--- config.mk ---
export PLATFORM = sky130hd
export DESIGN_NAME = pulse_period_monitor
export DESIGN_NICKNAME = d
export VERILOG_FILES = /design/src/rtl/timer_pkg.sv /design/src/rtl/rise_detect.sv /design/src/rtl/pulse_period_monitor.sv
export SDC_FILE = /design/constraint.sdc
export NUM_CORES = 1
export LEC_CHECK = 0
export BUFFER_PORTS_ARGS = -buffer_cell sky130_fd_sc_hd__clkbuf_2
export CORE_ASPECT_RATIO = 1.75
export CORE_MARGIN = 10
export CORE_UTILIZATION = 40
export CTS_BUF_LIST = sky130_fd_sc_hd__clkbuf_8
export CTS_CLUSTER_SIZE = 30
export DETAILED_ROUTE_END_ITERATION = 7
export MAX_ROUTING_LAYER = met4
export PLACE_DENSITY = 0.7
export REMOVE_ABC_BUFFERS = 1
export SLEW_MARGIN = 20
export SYNTH_ARGS = -nofsm -noshare
export SYNTH_HDL_FRONTEND = slang
export SYNTH_HIERARCHICAL = 1
export SYNTH_SLANG_ARGS = --single-unit
--- constraint.sdc ---
create_clock -name clk_i -period 5.8 [get_ports clk_i]
set_clock_uncertainty 0.1 [all_clocks]
set_input_delay 0 -clock clk_i [delete_from_list [all_inputs] [get_ports clk_i]]
set_output_delay 0 -clock clk_i [all_outputs]
set_load 0.05 [all_outputs]
--- src/rtl/timer_pkg.sv ---
// ============================================================================
// timer_pkg : tick-interface constants and monitor state encoding
// Rev 1.0
// ============================================================================
`default_nettype none

package timer_pkg;

  typedef enum logic [1:0] {
    IDLE       = 2'd0,
    WAIT_FIRST = 2'd1,
    MEASURE    = 2'd2
  } mon_state_e;

  // Shared with the countdown timer so both ends agree on the tick rate.
  localparam int unsigned TICK_PERIOD_DEFAULT = 40;
  localparam int unsigned TICK_WIDTH_DEFAULT  = 26;

  function automatic logic [7:0] sat_inc8(input logic [7:0] v);
    return (v == 8'hFF) ? v : v + 8'd1;
  endfunction

endpackage

`default_nettype wire

--- src/rtl/rise_detect.sv ---
// ============================================================================
// rise_detect : registers the tick input and flags its rising edge
// Rev 1.0
// ============================================================================
`default_nettype none

module rise_detect (
  input  logic clk_i,
  input  logic rst_i,
  input  logic pulse_i,
  output logic accept_o
);

  logic pulse_d_q;

  always_ff @(posedge clk_i) begin
    if (rst_i) begin
      pulse_d_q <= 1'b0;
    end else begin
      pulse_d_q <= pulse_i;
    end
  end

  assign accept_o = pulse_i & ~pulse_d_q;

endmodule

`default_nettype wire

--- src/rtl/pulse_period_monitor.sv ---
// ============================================================================
// pulse_period_monitor : measures tick spacing, flags early/late/missing ticks
// Rev 1.0
// ============================================================================
`default_nettype none

module pulse_period_monitor
  import timer_pkg::*;
#(
  parameter int unsigned EXPECTED_PERIOD = TICK_PERIOD_DEFAULT,
  parameter int unsigned TOLERANCE       = 0,
  parameter int unsigned TIMEOUT_CYCLES  = 2 * EXPECTED_PERIOD,
  parameter int unsigned WIDTH           = TICK_WIDTH_DEFAULT
) (
  input  logic             clk_i,
  input  logic             rst_i,
  input  logic             enable_i,
  input  logic             pulse_i,
  output logic [WIDTH-1:0] period_o,
  output logic             period_valid_o,
  output logic             early_o,
  output logic             late_o,
  output logic             missing_o,
  output logic             locked_o,
  output logic [7:0]       err_count_o
);

  localparam logic [WIDTH-1:0] LO_BOUND  = WIDTH'(EXPECTED_PERIOD - TOLERANCE);
  localparam logic [WIDTH-1:0] HI_BOUND  = WIDTH'(EXPECTED_PERIOD + TOLERANCE);
  localparam logic [WIDTH-1:0] TIMEOUT_W = WIDTH'(TIMEOUT_CYCLES);
  localparam logic [WIDTH-1:0] ONE_W     = WIDTH'(1);

  if (TOLERANCE >= EXPECTED_PERIOD) begin : g_bad_tolerance
    $error("pulse_period_monitor: TOLERANCE must be below EXPECTED_PERIOD");
  end
  if (TIMEOUT_CYCLES <= EXPECTED_PERIOD + TOLERANCE) begin : g_bad_timeout
    $error("pulse_period_monitor: TIMEOUT_CYCLES must exceed EXPECTED_PERIOD+TOLERANCE");
  end

  mon_state_e       state_q;
  logic [WIDTH-1:0] count_q;
  logic [WIDTH-1:0] period_q;
  logic             period_valid_q;
  logic             early_q;
  logic             late_q;
  logic             missing_q;
  logic [1:0]       good_run_q;
  logic [1:0]       good_run_d;
  logic [7:0]       err_count_q;
  logic [7:0]       err_count_d;
  logic             accept;
  logic             is_early;
  logic             is_late;

  rise_detect u_rise_detect (
    .clk_i    (clk_i),
    .rst_i    (rst_i),
    .pulse_i  (pulse_i),
    .accept_o (accept)
  );

  // The one compare pair; only consulted when a tick closes an interval.
  assign is_early    = (count_q < LO_BOUND);
  assign is_late     = (count_q > HI_BOUND);
  assign good_run_d  = (good_run_q == 2'd2) ? 2'd2 : good_run_q + 2'd1;
  assign err_count_d = sat_inc8(err_count_q);

  always_ff @(posedge clk_i) begin
    if (rst_i) begin
      state_q        <= IDLE;
      count_q        <= '0;
      period_q       <= '0;
      period_valid_q <= 1'b0;
      early_q        <= 1'b0;
      late_q         <= 1'b0;
      missing_q      <= 1'b0;
      good_run_q     <= 2'd0;
      err_count_q    <= 8'd0;
    end else begin
      period_valid_q <= 1'b0;
      early_q        <= 1'b0;
      late_q         <= 1'b0;
      missing_q      <= 1'b0;
      if (!enable_i) begin
        // Dropping enable outranks a tick arriving in the same cycle.
        state_q    <= IDLE;
        count_q    <= '0;
        good_run_q <= 2'd0;
      end else begin
        case (state_q)
          IDLE: begin
            state_q <= WAIT_FIRST;
          end
          WAIT_FIRST: begin
            if (accept) begin
              state_q <= MEASURE;
              count_q <= ONE_W;
            end
          end
          MEASURE: begin
            if (accept) begin
              period_q       <= count_q;
              period_valid_q <= 1'b1;
              early_q        <= is_early;
              late_q         <= is_late;
              count_q        <= ONE_W;
              if (is_early || is_late) begin
                good_run_q  <= 2'd0;
                err_count_q <= err_count_d;
              end else begin
                good_run_q  <= good_run_d;
              end
            end else if (count_q == TIMEOUT_W) begin
              missing_q   <= 1'b1;
              state_q     <= WAIT_FIRST;
              count_q     <= '0;
              good_run_q  <= 2'd0;
              err_count_q <= err_count_d;
            end else begin
              count_q <= count_q + ONE_W;
            end
          end
          default: begin
            state_q <= IDLE;
            count_q <= '0;
          end
        endcase
      end
    end
  end

  assign period_o       = period_q;
  assign period_valid_o = period_valid_q;
  assign early_o        = early_q;
  assign late_o         = late_q;
  assign missing_o      = missing_q;
  assign locked_o       = (good_run_q == 2'd2);
  assign err_count_o    = err_count_q;

endmodule

`default_nettype wire
# [After elaboration in Yosys (flattened, before gate mapping)]
# Cells that the tools add are included.
[classes] n_bitwise=6 order_cmp=2 addsub=3 n_reduce_logical=12 eq_ne=9 muxes=18
[op_table] op="2-to-1 mux 26 bit" count=3
[op_table] op="one-hot mux 26 bit (3 select lines)" count=1
[op_table] op="2-to-1 mux 8 bit" count=4
[op_table] op="adder 26 x 1 -> 26 bit (second input constant)" count=1
[op_table] op="equality test 26 x 7 -> 1 bit (second input constant)" count=1
[op_table] op="> comparator 26 x 6 -> 1 bit (second input constant)" count=1
[op_table] op="< comparator 26 x 6 -> 1 bit (second input constant)" count=1
[op_table] op="2-to-1 mux 2 bit" count=7
[op_table] op="adder 8 x 1 -> 8 bit (second input constant)" count=1
[op_table] op="equality test 8 bit (second input constant)" count=1
[op_table] op="OR reduction 4 bit" count=2
[op_table] op="!= test 2 bit (second input constant)" count=3
[op_table] op="one-hot mux 2 bit (3 select lines)" count=1
[op_table] op="AND reduction 3 bit" count=2
[op_table] op="inverter 1 bit" count=5
[op_table] op="equality test 2 bit (second input constant)" count=2
[op_table] op="AND reduction 2 bit" count=2
[op_table] op="AND reduction 4 bit" count=1
[op_table] op="OR reduction 3 bit" count=1
[op_table] op="adder 2 x 1 -> 2 bit (second input constant)" count=1
[op_table] op="equality test 2 x 1 -> 1 bit (second input constant)" count=1
[op_table] op="zero test 2 bit" count=1
[op_table] op="2-to-1 mux 1 bit" count=2
[op_table] op="!= test 2 x 1 -> 1 bit (second input constant)" count=1
[op_table] op="other kinds (4)" count=4
[totals] regBits=69

# [Logic depth before layout (Yosys ltp)]
[depth] ltp_word=4 depth_mapped=8 ltp_nobuf=7

# [Hierarchy]
# Netlist, hierarchy kept.
[by_module_without_submodules] mod="pulse_period_monitor" instances=1 seq_area_each_um2=1361.3 area_per_inst_um2=3199.3 cells_each=390
[by_module_without_submodules] mod="rise_detect" instances=1 seq_area_each_um2=20.0 area_per_inst_um2=47.5 cells_each=3

# [Worst setup path after synthesis]
# OpenSTA, ideal clock, no wires.
[synth_path] path_type="register to register" start="register count_q[0]" end="register err_count_q[2] (netlist: err_count_o[2])" synth_period_minus_slack_ps=2212 stages_incl_launch_ff=9 t_arrival_ps=1991 t_required_ps=5579 path_buffers=1 setup_time_ps=121 slack_ps=3588 cell_sequence="dfxtp_1 -> inv_1 -> ha_1 -> nor2b_1 -> nand4_1 -> o31a_1 -> buf_6 -> nor4b_1 -> mux2_2"
[synth_between] elab_chain_cells=4 word_cells_on_any_way=7 classes_between="2 x order compare; 2 x eq/ne; 3 x reduce/logical"
[synth_lines] item="from (decl)" line_no="pulse_period_monitor.sv:41" text="logic [WIDTH-1:0] count_q;"
[synth_lines] item="from (signal assigned)" line_no="pulse_period_monitor.sv:120" text="count_q <= count_q + ONE_W;"
[synth_lines] item="< comparator 26 x 6 -> 1 bit / > comparator 26 x 6 -> 1 bit (equally long branches)" line_no="pulse_period_monitor.sv:63, pulse_period_monitor.sv:64"
[synth_lines] item="logical OR 1 bit" line_no="pulse_period_monitor.sv:107" text="if (is_early || is_late) begin"
[synth_lines] item="!= test 2 x 1 -> 1 bit (no source line)"
[synth_lines] item="AND reduction 4 bit (no source line) *"
[synth_lines] item="to (signal assigned)" line_no="pulse_period_monitor.sv:109" text="err_count_q <= err_count_d;"
[synth_lines] item="to (signal assigned)" line_no="pulse_period_monitor.sv:118" text="err_count_q <= err_count_d;"
[synth_lines] item="to (decl)" line_no="pulse_period_monitor.sv:49" text="logic [7:0] err_count_q;"
# Mark *: on every way between the ends. The rest lies on a longest branch, timed or not.
# A chain may end at the register's enable or synchronous reset.

# [Final worst setup path]
[layout_path] start="register count_q[0]" end="register count_q[24]"
[layout_between] elab_chain_cells=4 word_cells_on_any_way=5 classes_between="1 x add/sub; 1 x eq/ne; 3 x mux"
[layout_lines] item="adder 26 x 1 -> 26 bit / equality test 26 x 7 -> 1 bit (equally long branches)" line_no="pulse_period_monitor.sv:120, pulse_period_monitor.sv:113"
[layout_lines] item="2-to-1 mux 26 bit *" line_no="pulse_period_monitor.sv:113" text="end else if (count_q == TIMEOUT_W) begin"
[layout_lines] item="2-to-1 mux 26 bit *" line_no="pulse_period_monitor.sv:101" text="if (accept) begin"
[layout_lines] item="one-hot mux 26 bit (3 select lines) *" line_no="pulse_period_monitor.sv:90" text="case (state_q)"
# Marks and branches as above.

==> results.py <==
metrics = {
    "run_status": {
        "status": "finished, final reports clean",
    },
    "placed_design": {
        "place_hpwl_um": 5730,
        "place_congestion": 0.898,
        "dp_slack_ns": 3.20,
        "portBuffers": 42,
        "dpl-instance-area_mm2": 0.00349,
    },
    "routing": {
        "postRouteWirelength_um": 7860,
        "vias": 2862,
        "ant_nets": 0,
        "drc": 0,
        "dr.first_iter.drc_count": 137,
        "avgViaCountPerCell": 5.48,
        "wire_per_inst_um": 15.0,
        "drt-pass1-iter-count": 4,
    },
    "clock_tree": {
        "numCtsBuffers": 9,
        "cts-resized-gates": 0,
        "cts_setup_buffers": 0,
        "root_buffer": "clkbuf_8",
        "h-tree-depth": 3,
        "cts_num_sinks": 69,
        "cts_tree": "built",
        "path_clk_slew_ns": 0.07,
        "cts.path.max_buffers": 2,
        "clkLatencyLatePin_ns": 0.35,
        "cts_hold_buf": 2,
    },
    "floorplanning": {
        "start_util_pct": 41.1,
        "die_y_um": 139,
        "die_area_mm2": 0.0123,
        "die_w_um": 88.1,
        "fp-row-count": 43,
        "pin_count": 43,
        "coreArea_mm2": 0.00791,
    },
    "sta": {
        "hold_violations": 0,
        "setup-violations-final": 0,
        "timing.fmax_mhz": 378,
        "fin_crit_ns": 2.65,
        "hold_ws_ns": 0.0703,
        "finalSetupTns_ns": 0,
        "worst_slack_ns": 3.15,
        "post-route-period-util_pct": 45.6,
        "tightest_slew_ns": 0.963,
        "drv_slew": 0,
        "rsz0062_at_grt": "false",
        "relSlewSlack_pct": 35.8,
    },
    "grt": {
        "grt_pass1_wl_um": 13400,
        "grt_pass1_vias": 2892,
        "grt_antenna_before_repair": 0,
        "gr-total-overflow": 0,
        "grt_use_total_pct": 13.7,
        "grt_max_degree": 45,
    },
    "synth": {
        "seq_area_frac_synth_pct": 42.5,
        "synth_warnings": 6,
        "avgSynthCellArea_um2": 8.26,
        "synthCells": 393,
        "synth_edf_count": 0,
        "async_reset_ff_share_pct": 0,
        "synth.distinct_cells": 47,
        "ys_ff_latch": 69,
        "synthesis.area_mm2": 0.00325,
        "ys.flop_type": "dfxtp_1",
    },
    "power": {
        "power_frac_clock_pct": 46.2,
        "p_seq_share_pct": 50.7,
        "switchingPower_uw": 202,
        "p_comb_share_pct": 3.2,
        "power_leakage_uw": 0.00135,
        "peakVddDrop_uv": 133,
        "power.density_cell_area_mw_per_mm2": 251,
        "p_int_uw": 736,
        "switching_share_pct": 21.5,
    },
    "layout": {
        "final_area_mm2": 0.00374,
        "final_nets": 439,
        "syn_to_final_growth_pct": 15.2,
        "fin_util_pct": 47.3,
        "fill_cells": 803,
        "antenna_cells": 0,
        "final_cell_mix": "dfxtp_1 (69), nand2_1 (65), clkbuf_2 (42)",
        "drive_gt1_share_pct": 17.8,
        "layout_commonest_cell": "dfxtp_1",
    },
    "setup_path": {
        "slowest_stage": "o21ai_1",
        "critPathBufInv": 2,
        "criticalPathCategory": "reg2reg",
        "crit_fanout": 13,
        "crit_chain": "inv_1 > ha_1 > nor2b_1 > nand4_1 > o31a_1 > o21ai_1 > buf_4 > nor2_1",
        "critical_path_arrival_ns": 2.78,
        "critPathCaptureType": "register",
        "cp_top_family": "compound AO/OA/AOI/OAI gates",
        "required_ns": 5.94,
        "worst_setup_path_start_kind": "register",
        "cp_slowest_stage_delay_ns": 0.57,
    },
    "flow_run": {
        "cap_violations": 0,
    },
    "hold_path": {
        "hold_path_class": "in2reg",
    },
}
[metal layers]
metal / global-route usage [%] / vias to the layer above / routed length [um]
li1: - / 1438 / -
met1: 13.0 / 1356 / 2920
met2: 24.1 / 59 / 4440
met3: 4.35 / 9 / 369
met4: 6.47 / 0 / 128
met5: - / - / 0
[state kept, by name (all words and copies together) (netlist names)]
register and cells:
count_q 26, period_o 26, err_count_o 8, good_run_q 2, state_q 2, early_o 1
late_o 1, missing_o 1, period_valid_o 1, u_rise_detect/pulse_d_q 1
[Yosys cell counts, drive strengths merged, types with 9 or more instances]
library cell  instances  area, um2
nand2                65        244
and3                  9       56.3
nor2b                13       96.4
xnor2                14        123
nor2                 31        116
clkbuf               18       67.6
nor4                 16        128
dfxtp                69       1380
a21oi                36        180
inv                  12       45.0
nand3                15       80.1
o21ai                 9       45.0
[through the flow]
stage / power, uW / cells
3_3_place_gp: 513 / 504
6_report: 938 / 522
2_1_floorplan: 502 / 369
5_1_grt: 973 / 522
4_1_cts: 951 / 522
3_5_place_dp: 514 / 504
[power groups by stage]
stage	logic [uW]	registers, uW	clock network, uW
floorplan	15.3	486	0
global placement	27.2	486	0
detailed placement	28.0	486	0
CTS	29.3	475	447
global route	33.0	475	464
finish	29.6	475	433
[worst min-delay path, stage by stage]
cell,delay [ns]
clkbuf_2,0.08
buf_4,0.25
a21oi_1,0.15
[final timing paths]
| kind | start | to | slack, ns | cells after the start |
|---|---|---|---|---|
| setup reg to reg | count_q[0] | count_q[24] | 3.15 | 8 |
| hold reg to reg | period_o[22] | period_o[22] | 0.35 | 2 |
| setup / recovery | count_q[0] | count_q[24] | 3.15 | 8 |
| hold / removal | rst_i | period_o[18] | 0.07 | 3 |
[kinds of logic (layout without fill, tap and decap cells)]
group                    after synthesis  in the layout  synth area share, %
XOR/XNOR                              16             16                 4.32
buffers and inverters                 36             75                 4.51
multiplexers                           8              8                 2.70
adder cells (fa/ha/maj)                8              8                 3.08
flip-flops                            69             69                 42.5
AO/OA/AOI/OAI                         64             64                 11.4
AND/OR/NAND/NOR                      192            192                 31.5
[layout make-up]
type	instances	area (um2)	area share, %
clock buffers	10	138	3.68
inverters	12	45.0	1.20
repair buffers	47	253	6.76
well taps	90	113	3.01
clock inverters	6	86.3	2.31
multi-input cells	288	1720	46.1
flip-flops and latches	69	1380	36.9
Note: power is estimated with default switching activity, not from simulation.
